**src/rtl/song_pkg.sv**
```systemverilog
// Shared definitions for the song sequencer: entry layout, end marker, FSM states.
package song_pkg;

    localparam int unsigned DEF_NOTE_W = 6;
    localparam int unsigned DEF_DUR_W  = 6;
    localparam int unsigned META_W     = 3;

    // Entry layout, MSB to LSB: adv, note, dur, meta.
    localparam int unsigned DUR_LSB = META_W;

    function automatic int unsigned note_lsb(input int unsigned dur_w);
        return META_W + dur_w;
    endfunction

    function automatic int unsigned adv_bit(input int unsigned note_w, input int unsigned dur_w);
        return META_W + dur_w + note_w;
    endfunction

    function automatic int unsigned entry_w(input int unsigned note_w, input int unsigned dur_w);
        return 1 + note_w + dur_w + META_W;
    endfunction

    // End marker: advance flag set with a zero duration.
    localparam logic        END_ADV = 1'b1;
    localparam int unsigned END_DUR = 0;

    typedef enum logic [2:0] {
        ST_IDLE   = 3'd0,
        ST_FETCH  = 3'd1,
        ST_DECODE = 3'd2,
        ST_ISSUE  = 3'd3,
        ST_WAIT   = 3'd4,
        ST_DONE   = 3'd5
    } state_e;

endpackage

```
**src/rtl/song_bank_rom.sv**
```systemverilog
// Fixed song contents, addressed as {song, index}, with a registered read port.
module song_bank_rom
    import song_pkg::*;
#(
    parameter  int unsigned NUM_SONGS  = 4,
    parameter  int unsigned SONG_DEPTH = 32,
    parameter  int unsigned NOTE_W     = DEF_NOTE_W,
    parameter  int unsigned DUR_W      = DEF_DUR_W,
    localparam int unsigned IW         = $clog2(SONG_DEPTH),
    localparam int unsigned AW         = $clog2(NUM_SONGS) + IW,
    localparam int unsigned EW         = entry_w(NOTE_W, DUR_W)
) (
    input  logic          clk,
    input  logic          en,
    input  logic [AW-1:0] addr,
    output logic [EW-1:0] dout
);

    function automatic logic [EW-1:0] ent(input int adv, input int nt, input int dur, input int meta);
        return {1'(adv), NOTE_W'(nt), DUR_W'(dur), META_W'(meta)};
    endfunction

    // Song table; every slot not listed holds the end marker.
    function automatic logic [EW-1:0] entry_at(input int s, input int i);
        logic [EW-1:0] e;
        e = ent(int'(END_ADV), 0, int'(END_DUR), 0);
        case (s)
            0: begin
                case (i)
                    0:       e = ent(0, 52, 12, 0);
                    1:       e = ent(0, 56, 8, 0);
                    2:       e = ent(1, 59, 4, 0);
                    default: ;
                endcase
            end
            1: begin
                case (i)
                    0:       e = ent(1, 60, 4, 0);
                    1:       e = ent(1, 0, 3, 0);
                    2:       e = ent(0, 0, 5, 0);
                    3:       e = ent(0, 62, 2, 1);
                    4:       e = ent(0, 63, 2, 2);
                    5:       e = ent(0, 1, 2, 3);
                    6:       e = ent(1, 2, 2, 4);
                    default: ;
                endcase
            end
            2:       e = ent(1, (i % 63) + 1, (i % 3) + 1, i % 8);
            default: ;
        endcase
        return e;
    endfunction

    // Synchronous read, one cycle of latency.
    always_ff @(posedge clk) begin
        if (en) begin
            dout <= entry_at(int'(addr[AW-1:IW]), int'(addr[IW-1:0]));
        end
    end

endmodule

```
**src/rtl/song_seq.sv**
```systemverilog
// Song sequencer: walks a song in ROM, offers notes to voice slots, waits on beats.
module song_seq
    import song_pkg::*;
#(
    parameter  int unsigned NUM_SONGS  = 4,
    parameter  int unsigned SONG_DEPTH = 32,
    parameter  int unsigned NUM_VOICES = 3,
    parameter  int unsigned NOTE_W     = DEF_NOTE_W,
    parameter  int unsigned DUR_W      = DEF_DUR_W,
    localparam int unsigned SW         = $clog2(NUM_SONGS),
    localparam int unsigned VW         = (NUM_VOICES > 1) ? $clog2(NUM_VOICES) : 1
) (
    input  logic              clk,
    input  logic              reset_n,
    input  logic              play,
    input  logic [SW-1:0]     song_sel,
    input  logic              pause,
    input  logic              beat,
    output logic              note_valid,
    input  logic              note_ready,
    output logic [VW-1:0]     note_voice,
    output logic [NOTE_W-1:0] note,
    output logic [DUR_W-1:0]  note_dur,
    output logic              busy,
    output logic              song_done
);

    localparam int unsigned IW         = $clog2(SONG_DEPTH);
    localparam int unsigned AW         = SW + IW;
    localparam int unsigned EW         = entry_w(NOTE_W, DUR_W);
    localparam int unsigned ADV_BIT    = adv_bit(NOTE_W, DUR_W);
    localparam int unsigned NOTE_LSB   = note_lsb(DUR_W);
    localparam int unsigned LAST_IDX   = SONG_DEPTH - 1;
    localparam int unsigned LAST_VOICE = NUM_VOICES - 1;

    state_e              state_q, state_d;
    logic [SW-1:0]       song_q, song_d;
    logic [IW-1:0]       index_q, index_d;
    logic [VW-1:0]       voice_q, voice_d;
    logic [DUR_W-1:0]    count_q, count_d;
    logic                adv_q, adv_d;

    logic                note_valid_q, note_valid_d;
    logic [VW-1:0]       note_voice_q, note_voice_d;
    logic [NOTE_W-1:0]   note_q, note_d;
    logic [DUR_W-1:0]    note_dur_q, note_dur_d;
    logic                busy_q, busy_d;
    logic                song_done_q, song_done_d;

    logic [EW-1:0]       rom_dout;
    logic                rom_adv;
    logic [NOTE_W-1:0]   rom_note;
    logic [DUR_W-1:0]    rom_dur;
    logic                is_end;
    logic                beat_ok;
    logic                xfer;
    logic                do_advance;
    logic                unused_meta;

    song_bank_rom #(
        .NUM_SONGS  (NUM_SONGS),
        .SONG_DEPTH (SONG_DEPTH),
        .NOTE_W     (NOTE_W),
        .DUR_W      (DUR_W)
    ) u_rom (
        .clk  (clk),
        .en   (state_q == ST_FETCH),
        .addr (AW'({song_q, index_q})),
        .dout (rom_dout)
    );

    assign rom_adv     = rom_dout[ADV_BIT];
    assign rom_note    = rom_dout[NOTE_LSB +: NOTE_W];
    assign rom_dur     = rom_dout[DUR_LSB +: DUR_W];
    assign unused_meta = ^rom_dout[META_W-1:0];
    assign is_end      = (rom_adv == END_ADV) && (rom_dur == DUR_W'(END_DUR));
    assign beat_ok     = beat & ~pause;
    assign xfer        = note_valid_q & note_ready;

    // State, sequencing registers and output registers with synchronous reset.
    always_ff @(posedge clk) begin
        if (!reset_n) begin
            state_q      <= ST_IDLE;
            song_q       <= '0;
            index_q      <= '0;
            voice_q      <= '0;
            count_q      <= '0;
            adv_q        <= 1'b0;
            note_valid_q <= 1'b0;
            note_voice_q <= '0;
            note_q       <= '0;
            note_dur_q   <= '0;
            busy_q       <= 1'b0;
            song_done_q  <= 1'b0;
        end else begin
            state_q      <= state_d;
            song_q       <= song_d;
            index_q      <= index_d;
            voice_q      <= voice_d;
            count_q      <= count_d;
            adv_q        <= adv_d;
            note_valid_q <= note_valid_d;
            note_voice_q <= note_voice_d;
            note_q       <= note_d;
            note_dur_q   <= note_dur_d;
            busy_q       <= busy_d;
            song_done_q  <= song_done_d;
        end
    end

    // Next-state logic: song walk, voice allocation and beat counting.
    always_comb begin
        state_d    = state_q;
        song_d     = song_q;
        index_d    = index_q;
        voice_d    = voice_q;
        count_d    = count_q;
        adv_d      = adv_q;
        do_advance = 1'b0;

        case (state_q)
            ST_IDLE: begin
                if (play) begin
                    song_d  = song_sel;
                    index_d = '0;
                    voice_d = '0;
                    count_d = '0;
                    state_d = ST_FETCH;
                end
            end
            ST_FETCH: begin
                state_d = ST_DECODE;
            end
            ST_DECODE: begin
                if (is_end) begin
                    state_d = ST_DONE;
                end else if (rom_note == '0) begin
                    if (rom_adv) begin
                        count_d = rom_dur;
                        state_d = ST_WAIT;
                    end else begin
                        do_advance = 1'b1;
                    end
                end else begin
                    adv_d   = rom_adv;
                    state_d = ST_ISSUE;
                end
            end
            ST_ISSUE: begin
                if (xfer) begin
                    if (adv_q) begin
                        count_d = note_dur_q;
                        state_d = ST_WAIT;
                    end else begin
                        // Excess chord notes pile onto the last voice slot.
                        if (voice_q != VW'(LAST_VOICE)) begin
                            voice_d = voice_q + 1'b1;
                        end
                        do_advance = 1'b1;
                    end
                end
            end
            ST_WAIT: begin
                if (beat_ok) begin
                    count_d = count_q - 1'b1;
                    if (count_q == DUR_W'(1)) begin
                        voice_d    = '0;
                        do_advance = 1'b1;
                    end
                end
            end
            ST_DONE: begin
                state_d = ST_IDLE;
            end
            default: begin
                state_d = ST_IDLE;
            end
        endcase

        // Stepping past the last slot ends the song rather than spilling into the next one.
        if (do_advance) begin
            if (index_q == IW'(LAST_IDX)) begin
                state_d = ST_DONE;
            end else begin
                index_d = index_q + 1'b1;
                state_d = ST_FETCH;
            end
        end
    end

    // Output register next values, derived from the upcoming state.
    always_comb begin
        note_valid_d = (state_d == ST_ISSUE);
        note_voice_d = note_voice_q;
        note_d       = note_q;
        note_dur_d   = note_dur_q;
        busy_d       = (state_d != ST_IDLE);
        song_done_d  = (state_d == ST_DONE);

        if ((state_q == ST_DECODE) && (state_d == ST_ISSUE)) begin
            note_d       = rom_note;
            note_dur_d   = rom_dur;
            note_voice_d = voice_q;
        end
    end

    assign note_valid = note_valid_q;
    assign note_voice = note_voice_q;
    assign note       = note_q;
    assign note_dur   = note_dur_q;
    assign busy       = busy_q;
    assign song_done  = song_done_q;

endmodule
```
**config.mk**
```make
export PLATFORM = sky130hd
export DESIGN_NAME = song_seq
export DESIGN_NICKNAME = d
export VERILOG_FILES = /design/src/rtl/song_pkg.sv /design/src/rtl/song_bank_rom.sv /design/src/rtl/song_seq.sv
export SDC_FILE = /design/constraint.sdc
export NUM_CORES = 1
export LEC_CHECK = 0
export CAP_MARGIN = 20
export CORE_ASPECT_RATIO = 1.75
export CORE_MARGIN = 4
export CORE_UTILIZATION = 59
export DETAILED_ROUTE_END_ITERATION = 10
export PLACE_DENSITY_LB_ADDON = 0.05
export SETUP_SLACK_MARGIN = 0.02
export SYNTH_ARGS = -nofsm -noshare
export SYNTH_HDL_FRONTEND = slang
export SYNTH_SLANG_ARGS = --single-unit
export TNS_END_PERCENT = 20
```
**constraint.sdc**
```tcl
create_clock -name clk -period 5.6 [get_ports clk]
set_input_delay 0.84 -clock clk [delete_from_list [all_inputs] [get_ports clk]]
set_output_delay 0.84 -clock clk [all_outputs]
set_load 0.01 [all_outputs]
```
==> flow_summary.ini <==
[clocking]
postCtsResizedCells = 0
numClockSinks = 49
cts_root_buffer = clkbuf_8
cts.reportedPaths.clkPinSlew_ps = 80
postCtsSetupRepairBufs = 0
ctsHoldBuffers = 0
cts_buffers = 5
clockBufferDepth = 2
clock_latency_ps = 310
cts_tree = done
htreeDepth = 2

[grt]
gr-usage-all-layers = 0.250
grt_pass1_vias = 2863
grt_max_degree = 34
grt.overflow.total = 0
antenna_found_initial = 0
grt_pass1_wl_um = 13500

[critical_path]
rrSetupSlack_ps = 1260
worstPathArrival_ps = 4390
crit_family = compound AO/OA/AOI/OAI gates
slowest_stage = dfxtp_1
cp-start-kind = flop
crit_path_end_kind = flop
cpMostUsedCell = ha_1
path_max_fanout = 21
regToRegEndpoint = u_rom.dout[5]
required_ps = 5650
cp_cell_sequence = buf_4 -> o21ai_2 -> a21oi_2 -> inv_1 -> ha_1 -> a221o_1 -> nor2_1 -> a211oi_1 -> ha_1 -> nor2_1 -> o211a_4 -> mux2_2 -> ha_1 -> xnor2_1 -> o22ai_1
cp.buffers_inverters = 2
cpPeakStageDelay_ps = 750
critPathKind = reg -> reg
rr_startpoint = index_q[2]
r2r_cells = 15

[worst_hold_path]
min_to = voice_q[1]
worstHoldPathCells = 2
hold_path_class = reg -> reg
min_from = voice_q[1]

[power_and_ir_drop]
sequentialPowerShare = 0.547
pwr-share-comb = 0.167
p_sw_frac = 0.277
p_sw_w = 0.000208
pwr-share-clk = 0.286
p_int_w = 0.000542
power.leakage_nw = 1.45
peakVddDrop_v = 0.000126
power.density_nw_per_um2 = 205

[route]
drc = 0
routed_wirelength_um = 8250
drt_iter0_drc = 248
antenna_left = 0
firstDrtPassIters = 4
via_per_inst = 6.05
wire_per_inst_um = 17.4
vias = 2867

[synth]
synthDistinctLibCells = 77
synth_fp_nets = 410
synth_cells = 390
synth_flop_cell = dfxtp_1
ys_ff_latch = 49
synth_area_sq_um = 3360
yosysWarnings = 0
synthArstFlopShare = 0
synth_top_cell_by_area = dfxtp_1
synth_area_leaders = dfxtp_1, edfxtp_1, nor2_1
synth_area_per_cell_sq_um = 8.60
ys_seq_area_frac = 0.331
yosysTopAreaCellShare = 0.215
synth_edf_count = 13

[floorplan]
initial_utilization = 0.606
core_sq_um = 5540
rows = 36
die-width_um = 65.0
io_pins = 25
dieHeight_um = 108
die-area_sq_um = 7010

[sta]
tightest_slew_ps = 1020
relSlewSlack = 0.322
fin_crit_sh = 0.775
rsz0062_at_grt = no
min_period_ps = 4340
final.setup_skew_ps = 6.25
fmax_ghz = 0.230
finalSetupViolCount = 0
maxSlewViolCount = 0
hold_violations = 0
fin_ws_ps = 1260
finalSetupTns_ps = 0

[layout]
drive_gt1_frac = 0.0905
nNetsFinal = 417
areaGrowthSynthToFinish_pct = 9.21
antennaDiodeCount = 0
fillCellCount = 492
final_design_area_no_fill_sq_um = 3660

[placement]
placed_area_sq_um = 3570
place_ws_ps = 1260
post-dp-hpwl_um = 6380
gp_congestion = 0.948
portBuffers = 24

[flow_run]
drv_cap = 0

[outcome]
outcome = complete, no violations
cell type report:
cell class / count / area [sq um] / area share
timing repair buffer: 28 / 270 / 0.0737
clock inverter: 2 / 8.76 / 0.00239
clock buffer: 6 / 82.6 / 0.0225
sequential: 49 / 1110 / 0.303
tap: 76 / 95.1 / 0.0259
multi-input combinational: 297 / 2040 / 0.556
inverter: 16 / 60.1 / 0.0164
cells in the mapped netlist, types with 2 or more instances:
library cell  count
o22ai_1           6
and2_1            3
nand4_1           6
clkbuf_1         15
inv_1            15
a22oi_1          10
and2_4            2
o211ai_1          3
ha_1             12
buf_6             3
mux2i_1          17
nand2_1          27
a31oi_1           4
buf_1             2
and3b_1           2
xor2_1            5
o21ai_0          14
nand2b_1          9
buf_2             4
nor3_2            2
nor2b_1           7
nand3b_1          4
a211oi_1          9
nor3b_1           2
a21oi_1          19
dfxtp_1          36
nor2_1           57
nor3_1            9
nor4_1            4
edfxtp_1         13
xnor2_1           8
or3_1             4
and3_1            3
xor2_2            2
buf_4             3
nand3_1           6
a22o_1            2
a32oi_1           2
routing by layer:
layer	routed length [um]	up-vias	GRT usage
met5	0	-	0
met2	4750	72	0.497
met1	2910	1354	0.232
met4	397	0	0.148
met3	188	25	0.0293
li1	-	1416	-
how the worst max path moves through the flow:
stage | startpoint | endpoint | slack (ps) | cells after the start
final | index_q[2] | u_rom.dout[5] | 1260 | 15
after global routing | index_q[2] | u_rom.dout[5] | 920 | 15
after CTS | index_q[2] | u_rom.dout[5] | 1230 | 15
after detailed placement | index_q[2] | u_rom.dout[5] | 1260 | 15
after global placement | index_q[2] | u_rom.dout[5] | 1430 | 15
after floorplan | index_q[3] | u_rom.dout[5] | 1270 | 20
worst reg2reg max path: stages, from the launching register on:
cell and delay, ps:
dfxtp_1 750, buf_4 320, o21ai_2 110, a21oi_2 220
inv_1 70, ha_1 350, a221o_1 350, nor2_1 220
a211oi_1 140, ha_1 290, nor2_1 170, o211a_4 250
mux2_2 350, ha_1 230, xnor2_1 170, o22ai_1 100
state kept, by name, indices dropped and copies added (netlist names):
signal and count:
voice_q 2, note_voice 2, song_done 1, song_q 2
note_valid 1, count_q 6, busy 1, state_q 3
adv_q 1, note_dur 6, note 6, u_rom.dout 13
index_q 5
cells by family after synthesis:
family | share of synthesized area
simple gates | 0.260
compound gates | 0.197
flops | 0.331
buf+inv | 0.0619
mux | 0.0541
xor+xnor | 0.0485
fa+ha+maj | 0.0477
power by group through the flow:
stage	Clock, W	Sequential (W)	Combinational [W]
2_1_floorplan	0	0.000409	0.0000939
3_3_place_gp	0	0.000418	0.000122
3_5_place_dp	0	0.000419	0.000123
4_1_cts	0.000217	0.000410	0.000124
5_1_grt	0.000227	0.000414	0.000139
6_report	0.000215	0.000410	0.000125
cells in the final DEF (no fill, tap or decap), drive strengths merged, types with 7 or more instances in the layout:
master / count
ha: 12
edfxtp: 13
clkdlybuf4s50: 24
inv: 16
a21oi: 20
dfxtp: 36
nor2: 58
nand2: 27
mux2i: 17
nor3: 12
a211oi: 9
a22oi: 10
xor2: 7
nand4: 7
xnor2: 9
o21ai: 15
nor2b: 7
nand2b: 9
per-stage QoR:
| stage | power (W) | hold slack [ps] | util | instances |
|---|---|---|---|---|
| 2_1_floorplan | 0.000503 | 448 | - | 390 |
| 3_3_place_gp | 0.000540 | 463 | 0.644 | 465 |
| 3_5_place_dp | 0.000542 | 482 | 0.644 | 465 |
| 4_1_cts | 0.000751 | 494 | 0.660 | 473 |
| 5_1_grt | 0.000779 | 517 | 0.661 | 474 |
| 6_report | 0.000750 | 488 | 0.661 | 474 |
No activity file was read; power rests on OpenSTA's default activity.
